==> src/rtl/druaga_pkg.sv <==
// Shared types and constants for the Druaga per-scanline sprite scheduler.
package druaga_pkg;

  localparam logic [8:0] Y_BIAS     = 9'd16;
  localparam logic [8:0] MASK_TALL  = 9'h1E0;
  localparam logic [8:0] MASK_SHORT = 9'h1F0;

  // Render descriptor handed to the line-buffer renderer (30 bits).
  typedef struct packed {
    logic [7:0] code;
    logic [4:0] row;
    logic [5:0] pal;
    logic [8:0] x;
    logic       wide;
    logic       hflip;
  } desc_t;

  localparam int unsigned DESC_W = $bits(desc_t);

  typedef enum logic [2:0] {IDLE, ADDR0, EVAL0, EVAL1, NEXT} state_t;

endpackage

==> src/rtl/druaga_sprite_scheduler_if.sv <==
// Scheduler bus: line control, sprite RAM port and descriptor stream.
interface druaga_sprite_scheduler_if;
  import druaga_pkg::*;

  logic       line_start;
  logic [8:0] vpos;
  logic [6:0] spra_a;
  logic [23:0] spra_d;
  logic       desc_valid;
  logic       desc_ready;
  desc_t      desc;
  logic       busy;
  logic       ovf;

  modport master (
    input  line_start, vpos, spra_d, desc_ready,
    output spra_a, desc_valid, desc, busy, ovf
  );

  modport slave (
    output line_start, vpos, spra_d, desc_ready,
    input  spra_a, desc_valid, desc, busy, ovf
  );
endinterface

==> src/rtl/sprite_desc_fifo.sv <==
// Generic synchronous first-word-fall-through FIFO with flush.
module sprite_desc_fifo #(
  parameter int unsigned WIDTH = 30,
  parameter int unsigned DEPTH = 16
) (
  input  logic                     clk,
  input  logic                     reset,
  input  logic                     flush,
  input  logic                     push,
  input  logic                     pop,
  input  logic [WIDTH-1:0]         wdata,
  output logic [WIDTH-1:0]         rdata,
  output logic [$clog2(DEPTH):0]   count,
  output logic                     full,
  output logic                     empty
);
  localparam int unsigned AW = $clog2(DEPTH);

  logic [WIDTH-1:0] mem [DEPTH];
  logic [AW-1:0]    wptr;
  logic [AW-1:0]    rptr;
  logic             push_ok;
  logic             pop_ok;

  assign empty   = (count == '0);
  assign full    = (count == (AW+1)'(DEPTH));
  // A pop frees the slot this cycle, so a full FIFO may still accept.
  assign push_ok = push && (!full || pop);
  assign pop_ok  = pop && !empty;
  assign rdata   = mem[rptr];

  always_ff @(posedge clk) begin
    if (push_ok) mem[wptr] <= wdata;
  end

  always_ff @(posedge clk) begin
    if (reset || flush) begin
      wptr  <= '0;
      rptr  <= '0;
      count <= '0;
    end else begin
      if (push_ok) wptr <= wptr + AW'(1);
      if (pop_ok)  rptr <= rptr + AW'(1);
      if (push_ok && !pop_ok)      count <= count + (AW+1)'(1);
      else if (!push_ok && pop_ok) count <= count - (AW+1)'(1);
    end
  end
endmodule

==> src/rtl/druaga_sprite_scheduler.sv <==
// Scans sprite attribute RAM each line and queues render descriptors for hits on the next line.
module druaga_sprite_scheduler
  import druaga_pkg::*;
#(
  parameter int unsigned QDEPTH = 16,
  parameter int unsigned NSPR   = 64,
  parameter logic [8:0]  XOFS   = 9'h38
) (
  input  logic                       vclk,
  input  logic                       reset,
  druaga_sprite_scheduler_if.master  bus
);
  localparam int unsigned CNT_W = $clog2(QDEPTH) + 1;

  state_t     state, state_d;
  logic [5:0] n, n_d;
  logic [8:0] vline, vline_d;
  logic [7:0] code, code_d;
  logic [4:0] row, row_d;
  logic       wide, wide_d, hflip, hflip_d;
  logic       phase, phase_d;
  logic [6:0] spra_a, spra_a_d;
  logic       ovf, ovf_d, busy, busy_d;

  logic             push, pop, fifo_full, fifo_empty;
  logic [CNT_W-1:0] fifo_count;
  desc_t            push_desc;

  logic       tall0, wide0, vflip0, hflip0, hit;
  logic [8:0] y, m, x_calc;
  logic [4:0] rmask;
  logic       unused_bits;

  // Word-0 decode is valid in EVAL0, word-1 decode in the second EVAL1 cycle.
  assign tall0  = bus.spra_d[19];
  assign wide0  = bus.spra_d[18];
  assign vflip0 = bus.spra_d[17];
  assign hflip0 = bus.spra_d[16];
  assign y      = 9'(bus.spra_d[15:8]) + Y_BIAS + vline;
  assign m      = tall0 ? MASK_TALL : MASK_SHORT;
  assign hit    = ((y & m) == {1'b0, m[7:0]});
  assign rmask  = {tall0, 4'hF};
  assign x_calc = {bus.spra_d[16], bus.spra_d[15:8]} - XOFS;
  assign unused_bits = ^bus.spra_d[23:20];

  assign pop = bus.desc_ready && !fifo_empty && !bus.line_start;

  always_comb begin
    push_desc.code  = code;
    push_desc.row   = row;
    push_desc.pal   = bus.spra_d[5:0];
    push_desc.x     = x_calc;
    push_desc.wide  = wide;
    push_desc.hflip = hflip;
  end

  always_ff @(posedge vclk) begin
    if (reset) begin
      state  <= IDLE;
      n      <= '0;
      vline  <= '0;
      code   <= '0;
      row    <= '0;
      wide   <= 1'b0;
      hflip  <= 1'b0;
      phase  <= 1'b0;
      spra_a <= '0;
      ovf    <= 1'b0;
      busy   <= 1'b0;
    end else begin
      state  <= state_d;
      n      <= n_d;
      vline  <= vline_d;
      code   <= code_d;
      row    <= row_d;
      wide   <= wide_d;
      hflip  <= hflip_d;
      phase  <= phase_d;
      spra_a <= spra_a_d;
      ovf    <= ovf_d;
      busy   <= busy_d;
    end
  end

  always_comb begin
    state_d  = state;
    n_d      = n;
    vline_d  = vline;
    code_d   = code;
    row_d    = row;
    wide_d   = wide;
    hflip_d  = hflip;
    phase_d  = phase;
    spra_a_d = spra_a;
    ovf_d    = ovf;
    push     = 1'b0;

    if (bus.line_start) begin
      vline_d  = bus.vpos + 9'd1;
      ovf_d    = 1'b0;
      n_d      = '0;
      phase_d  = 1'b0;
      spra_a_d = '0;
      state_d  = ADDR0;
    end else begin
      unique case (state)
        IDLE: ;
        ADDR0: begin
          spra_a_d = {n, 1'b0};
          state_d  = EVAL0;
        end
        EVAL0: begin
          if (hit) begin
            code_d   = bus.spra_d[7:0] & {6'h3F, ~tall0, ~wide0};
            row_d    = (y[4:0] & rmask) ^ (vflip0 ? rmask : 5'd0);
            wide_d   = wide0;
            hflip_d  = hflip0;
            spra_a_d = {n, 1'b1};
            phase_d  = 1'b0;
            state_d  = EVAL1;
          end else begin
            state_d = NEXT;
          end
        end
        // First EVAL1 cycle waits for the word-1 read to return.
        EVAL1: begin
          if (!phase) begin
            phase_d = 1'b1;
          end else begin
            phase_d = 1'b0;
            push    = !bus.spra_d[17];
            if (push && fifo_full && !pop) ovf_d = 1'b1;
            state_d = NEXT;
          end
        end
        NEXT: begin
          if (n == 6'(NSPR - 1)) begin
            state_d = IDLE;
          end else begin
            n_d      = n + 6'd1;
            spra_a_d = {n + 6'd1, 1'b0};
            state_d  = ADDR0;
          end
        end
        default: state_d = IDLE;
      endcase
    end

    busy_d = (state_d != IDLE);
  end

  assign bus.spra_a     = spra_a;
  assign bus.busy       = busy;
  assign bus.ovf        = ovf;
  assign bus.desc_valid = (fifo_count != '0);

  sprite_desc_fifo #(.WIDTH(DESC_W), .DEPTH(QDEPTH)) u_fifo (
    .clk   (vclk),
    .reset (reset),
    .flush (bus.line_start),
    .push  (push),
    .pop   (pop),
    .wdata (push_desc),
    .rdata (bus.desc),
    .count (fifo_count),
    .full  (fifo_full),
    .empty (fifo_empty)
  );
endmodule
==> src/flat_wrapper.sv <==
// flat-port wrapper written by rule: the top's interface ports become plain ports
module druaga_sprite_scheduler_flat import druaga_pkg::*;
#(
  parameter int unsigned QDEPTH = 16,
  parameter int unsigned NSPR   = 64,
  parameter logic [8:0]  XOFS   = 9'h38
)
  (vclk, reset, bus_line_start, bus_vpos, bus_spra_d, bus_desc_ready, bus_spra_a, bus_desc_valid, bus_desc, bus_busy, bus_ovf);
  druaga_sprite_scheduler_if bus_i ();
  input  logic vclk;
  input  logic reset;
  input wire logic [$bits(bus_i.line_start)-1:0] bus_line_start;
  input wire logic [$bits(bus_i.vpos)-1:0] bus_vpos;
  input wire logic [$bits(bus_i.spra_d)-1:0] bus_spra_d;
  input wire logic [$bits(bus_i.desc_ready)-1:0] bus_desc_ready;
  output wire logic [$bits(bus_i.spra_a)-1:0] bus_spra_a;
  output wire logic [$bits(bus_i.desc_valid)-1:0] bus_desc_valid;
  output wire logic [$bits(bus_i.desc)-1:0] bus_desc;
  output wire logic [$bits(bus_i.busy)-1:0] bus_busy;
  output wire logic [$bits(bus_i.ovf)-1:0] bus_ovf;
  assign bus_i.line_start = bus_line_start;
  assign bus_i.vpos = bus_vpos;
  assign bus_i.spra_d = bus_spra_d;
  assign bus_i.desc_ready = bus_desc_ready;
  assign bus_spra_a = bus_i.spra_a;
  assign bus_desc_valid = bus_i.desc_valid;
  assign bus_desc = bus_i.desc;
  assign bus_busy = bus_i.busy;
  assign bus_ovf = bus_i.ovf;
  druaga_sprite_scheduler #(.QDEPTH(QDEPTH), .NSPR(NSPR), .XOFS(XOFS)) u_core (.vclk(vclk), .reset(reset), .bus(bus_i));
endmodule
==> config.mk <==
export PLATFORM = sky130hd
export DESIGN_NAME = druaga_sprite_scheduler_flat
export DESIGN_NICKNAME = d
export VERILOG_FILES = /design/src/rtl/druaga_pkg.sv /design/src/rtl/druaga_sprite_scheduler_if.sv /design/src/rtl/sprite_desc_fifo.sv /design/src/rtl/druaga_sprite_scheduler.sv /design/src/flat_wrapper.sv
export SDC_FILE = /design/constraint.sdc
export NUM_CORES = 1
export LEC_CHECK = 0
export BUFFER_PORTS_ARGS = -buffer_cell sky130_fd_sc_hd__buf_2
export CORE_MARGIN = 5
export CORE_UTILIZATION = 25
export DETAILED_ROUTE_END_ITERATION = 16
export PLACE_DENSITY = 0.5
export SYNTH_ARGS = -nofsm -noshare
export SYNTH_HDL_FRONTEND = slang
export SYNTH_HIERARCHICAL = 1
export SYNTH_SLANG_ARGS = --single-unit
==> constraint.sdc <==
create_clock -name vclk -period 12.45 [get_ports vclk]
set_input_delay 3.1125 -clock vclk [delete_from_list [all_inputs] [get_ports vclk]]
set_output_delay 3.1125 -clock vclk [all_outputs]
set_load 0.005 [all_outputs]
==> results_dict.tcl <==
set metrics [dict create \
    status "finished, final reports clean" \
    htreeDepth 2 \
    io_pins 77 \
    clk_latency_ns 0.62 \
    ys.flop_type "edfxtp_1" \
    synth-simple-area-share 0.0436 \
    wirelength_um 51900 \
    grt_pass1_wl_um 76700 \
    firstDrtPassIters 5 \
    max_slew.worst_pin.slew_ns 1.30 \
    cts_setup_buffers 0 \
    fill_cells 8489 \
    drc 0 \
    yosysWarnings 6 \
    ys_ff_latch 540 \
    fp.coreArea_um2 85100 \
    die-height_um 303 \
    synthTopCellsByArea "edfxtp_1 (67%), mux4_2 (13%), dfxtp_1 (5.6%)" \
    finalWorstSetupSlack_ns 5.74 \
    cts_buffer_depth 3 \
    grt_overflow 0 \
    layout_commonest_cell "edfxtp_1" \
    cts_resized 0 \
    grt_usage 0.113 \
    place_ws_ns 6.04 \
    synth_top_area_frac 0.672 \
    clkSlewWorstSetupHoldPaths_ns 0.06 \
    period_share 0.539 \
    drt-initial-drc-count 817 \
    synth_top_family_by_area "multiplexers" \
    wire_per_inst_um 21.4 \
    worstPathArrival_ns 3.60 \
    synthAdderAreaFrac 0.0176 \
    setup_viol 0 \
    root_buffer "clkbuf_16" \
    slew_headroom 0.127 \
    synth_seq_area_share 0.728 \
    fp.dieW_um 303 \
    synthMuxAreaShare 0.130 \
    die-area_um2 91800 \
    drv_cap 0 \
    ctsHoldBuffers 0 \
    clock_sinks 540 \
    synth_top_area_cell "edfxtp_1" \
    netlist_area_um2 21500 \
    syn_avg_cell_area_um2 18.8 \
    drive_gt1_frac 0.265 \
    final_cell_mix "edfxtp_1 (480), mux4_2 (120), buf_2 (72)" \
    period_needed_ns 6.71 \
    ant_nets 0 \
    synth_xor_area_frac 0.0122 \
    place_hpwl_um 27800 \
    p_per_area_nw_per_um2 148 \
    setup.worst_path.start_class "register" \
    async_flop_share 0 \
    cts-buffers-inserted 56 \
    io_buffers 72 \
    synth.net_count 1210 \
    rsz0062_at_grt "false" \
    end_kind "output pin" \
    fmax_ghz 0.149 \
    setup_tns_ns 0 \
    synthCells 1144 \
    p_total_w 0.00372 \
    synth_edf_count 480 \
    num_vias 11000 \
    slowest_stage "dfxtp_4" \
    worst-setup-path-type "register to output pin" \
    slowest_delay_ns 0.90 \
    hold_viol 0 \
    clock_skew_ns 0.0158 \
    antenna_found_initial 5 \
    start_util 0.252 \
    synth_compound_area_frac 0.0534 \
    area_delta_synth_final_pct 16.9 \
    antenna_cells 0 \
    grt_pass1_vias 11500 \
    path_cells "buf_4 -> mux4_2 -> a22oi_1 -> nand2_1 -> buf_2" \
    whs_ns 0.475 \
    ir_drop_v 0.000101 \
    synth_cell_types 66 \
    nNetsFinal 1303 \
    drv_slew 0 \
    p_leak_nw 7.31 \
    crit_required_ns 9.34 \
    vias_per_cell 4.54 \
    rows 107 \
    hold_class "register to register" \
    place_congestion 0.730 \
    grt_max_degree 67 \
    cp_max_fo 48 \
    cts_tree "done" \
]
layer usage:
metal | share of wire | vias up | GRT usage
met1 | 0.45 | 5815 | 0.157
li1 | - | 4859 | -
met4 | 0.021 | 8 | 0.0296
met3 | 0.054 | 79 | 0.0224
met2 | 0.47 | 267 | 0.181
met5 | 0.0012 | - | 0
worst max-delay path, delay by kind of cell, from the launching register on:
kind / cells / cell delay [ns]
and+or+nand+nor: 1 / 0.11
AOI/OAI and AO/OA: 1 / 0.25
buffers and inverters: 2 / 1.04
DFF: 1 / 0.90
muxes: 1 / 0.61
power by group:
part	internal, W	total [W]	switching [W]
Clock	0.000952	0.00165	0.000694
Combinational	0.0000321	0.000102	0.0000700
Sequential	0.00196	0.00197	0.00000392
worst paths after layout:
kind,slack [ns],from,to,cells past startpoint
min reg2reg,0.48,u_core/bus.ovf,u_core/bus.ovf,2
min,0.48,u_core/bus.ovf,u_core/bus.ovf,2
max reg2reg,8.83,u_core/u_fifo/count[0],u_core/u_fifo/mem[6][3],7
max,5.74,register,bus_desc[12],5
metrics by stage:
step            util  instances  instance area (µm²)
2_1_floorplan      -       1144                21500
3_3_place_gp   0.273       2323                23300
3_5_place_dp   0.273       2323                23300
4_1_cts        0.295       2428                25100
5_1_grt        0.295       2428                25100
6_report       0.295       2428                25100
Yosys cell counts (2+ instances only):
| master | n |
|---|---|
| nand3_1 | 24 |
| edfxtp_1 | 480 |
| a21o_1 | 2 |
| a311oi_1 | 4 |
| ha_1 | 27 |
| clkbuf_1 | 36 |
| a31oi_1 | 2 |
| nor3b_2 | 2 |
| nor2_1 | 58 |
| a211oi_1 | 20 |
| nor4_1 | 2 |
| nand2_1 | 47 |
| o21ai_1 | 2 |
| and3_1 | 4 |
| o211ai_1 | 4 |
| nand4b_1 | 3 |
| buf_1 | 5 |
| nor3_1 | 9 |
| xnor2_1 | 12 |
| a21o_2 | 2 |
| xor2_1 | 18 |
| clkbuf_8 | 3 |
| a22oi_1 | 60 |
| or3_1 | 5 |
| mux4_2 | 120 |
| buf_2 | 15 |
| or2_2 | 3 |
| nor2b_1 | 6 |
| o21ai_0 | 21 |
| nor3b_1 | 4 |
| inv_1 | 11 |
| nand2b_1 | 5 |
| dfxtp_1 | 60 |
| and2b_2 | 3 |
| o41a_1 | 2 |
| fa_1 | 2 |
| a21oi_1 | 25 |
| mux2i_1 | 6 |
| and4_1 | 3 |
cells by family after synthesis:
group	Yosys count
flops	540
simple gates	186
compound gates	159
mux	128
buf+inv	72
xor+xnor	30
fa+ha+maj	29
registers in the layout, summed over array words and instances, names as in the netlist, named ones only:
register / cells
u_core/u_fifo/count: 5
u_core/row: 5
u_core/phase: 1
u_core/u_fifo/wptr: 4
u_core/hflip: 1
u_core/code: 8
u_core/bus.spra_a: 7
u_core/u_fifo/rptr: 4
u_core/u_fifo/mem: 480
u_core/bus.busy: 1
u_core/n: 6
u_core/state: 3
u_core/vline: 9
u_core/wide: 1
u_core/bus.ovf: 1
cell type report:
cell class	instances	area, µm²	area share
inverter	11	41.3	0.00165
multi-input combinational	532	5640	0.225
timing repair buffer	96	541	0.0215
sequential	540	15600	0.623
clock buffer	79	1550	0.0618
tap	1144	1430	0.0571
clock inverter	26	258	0.0103
(Power assumes the default switching activity.)
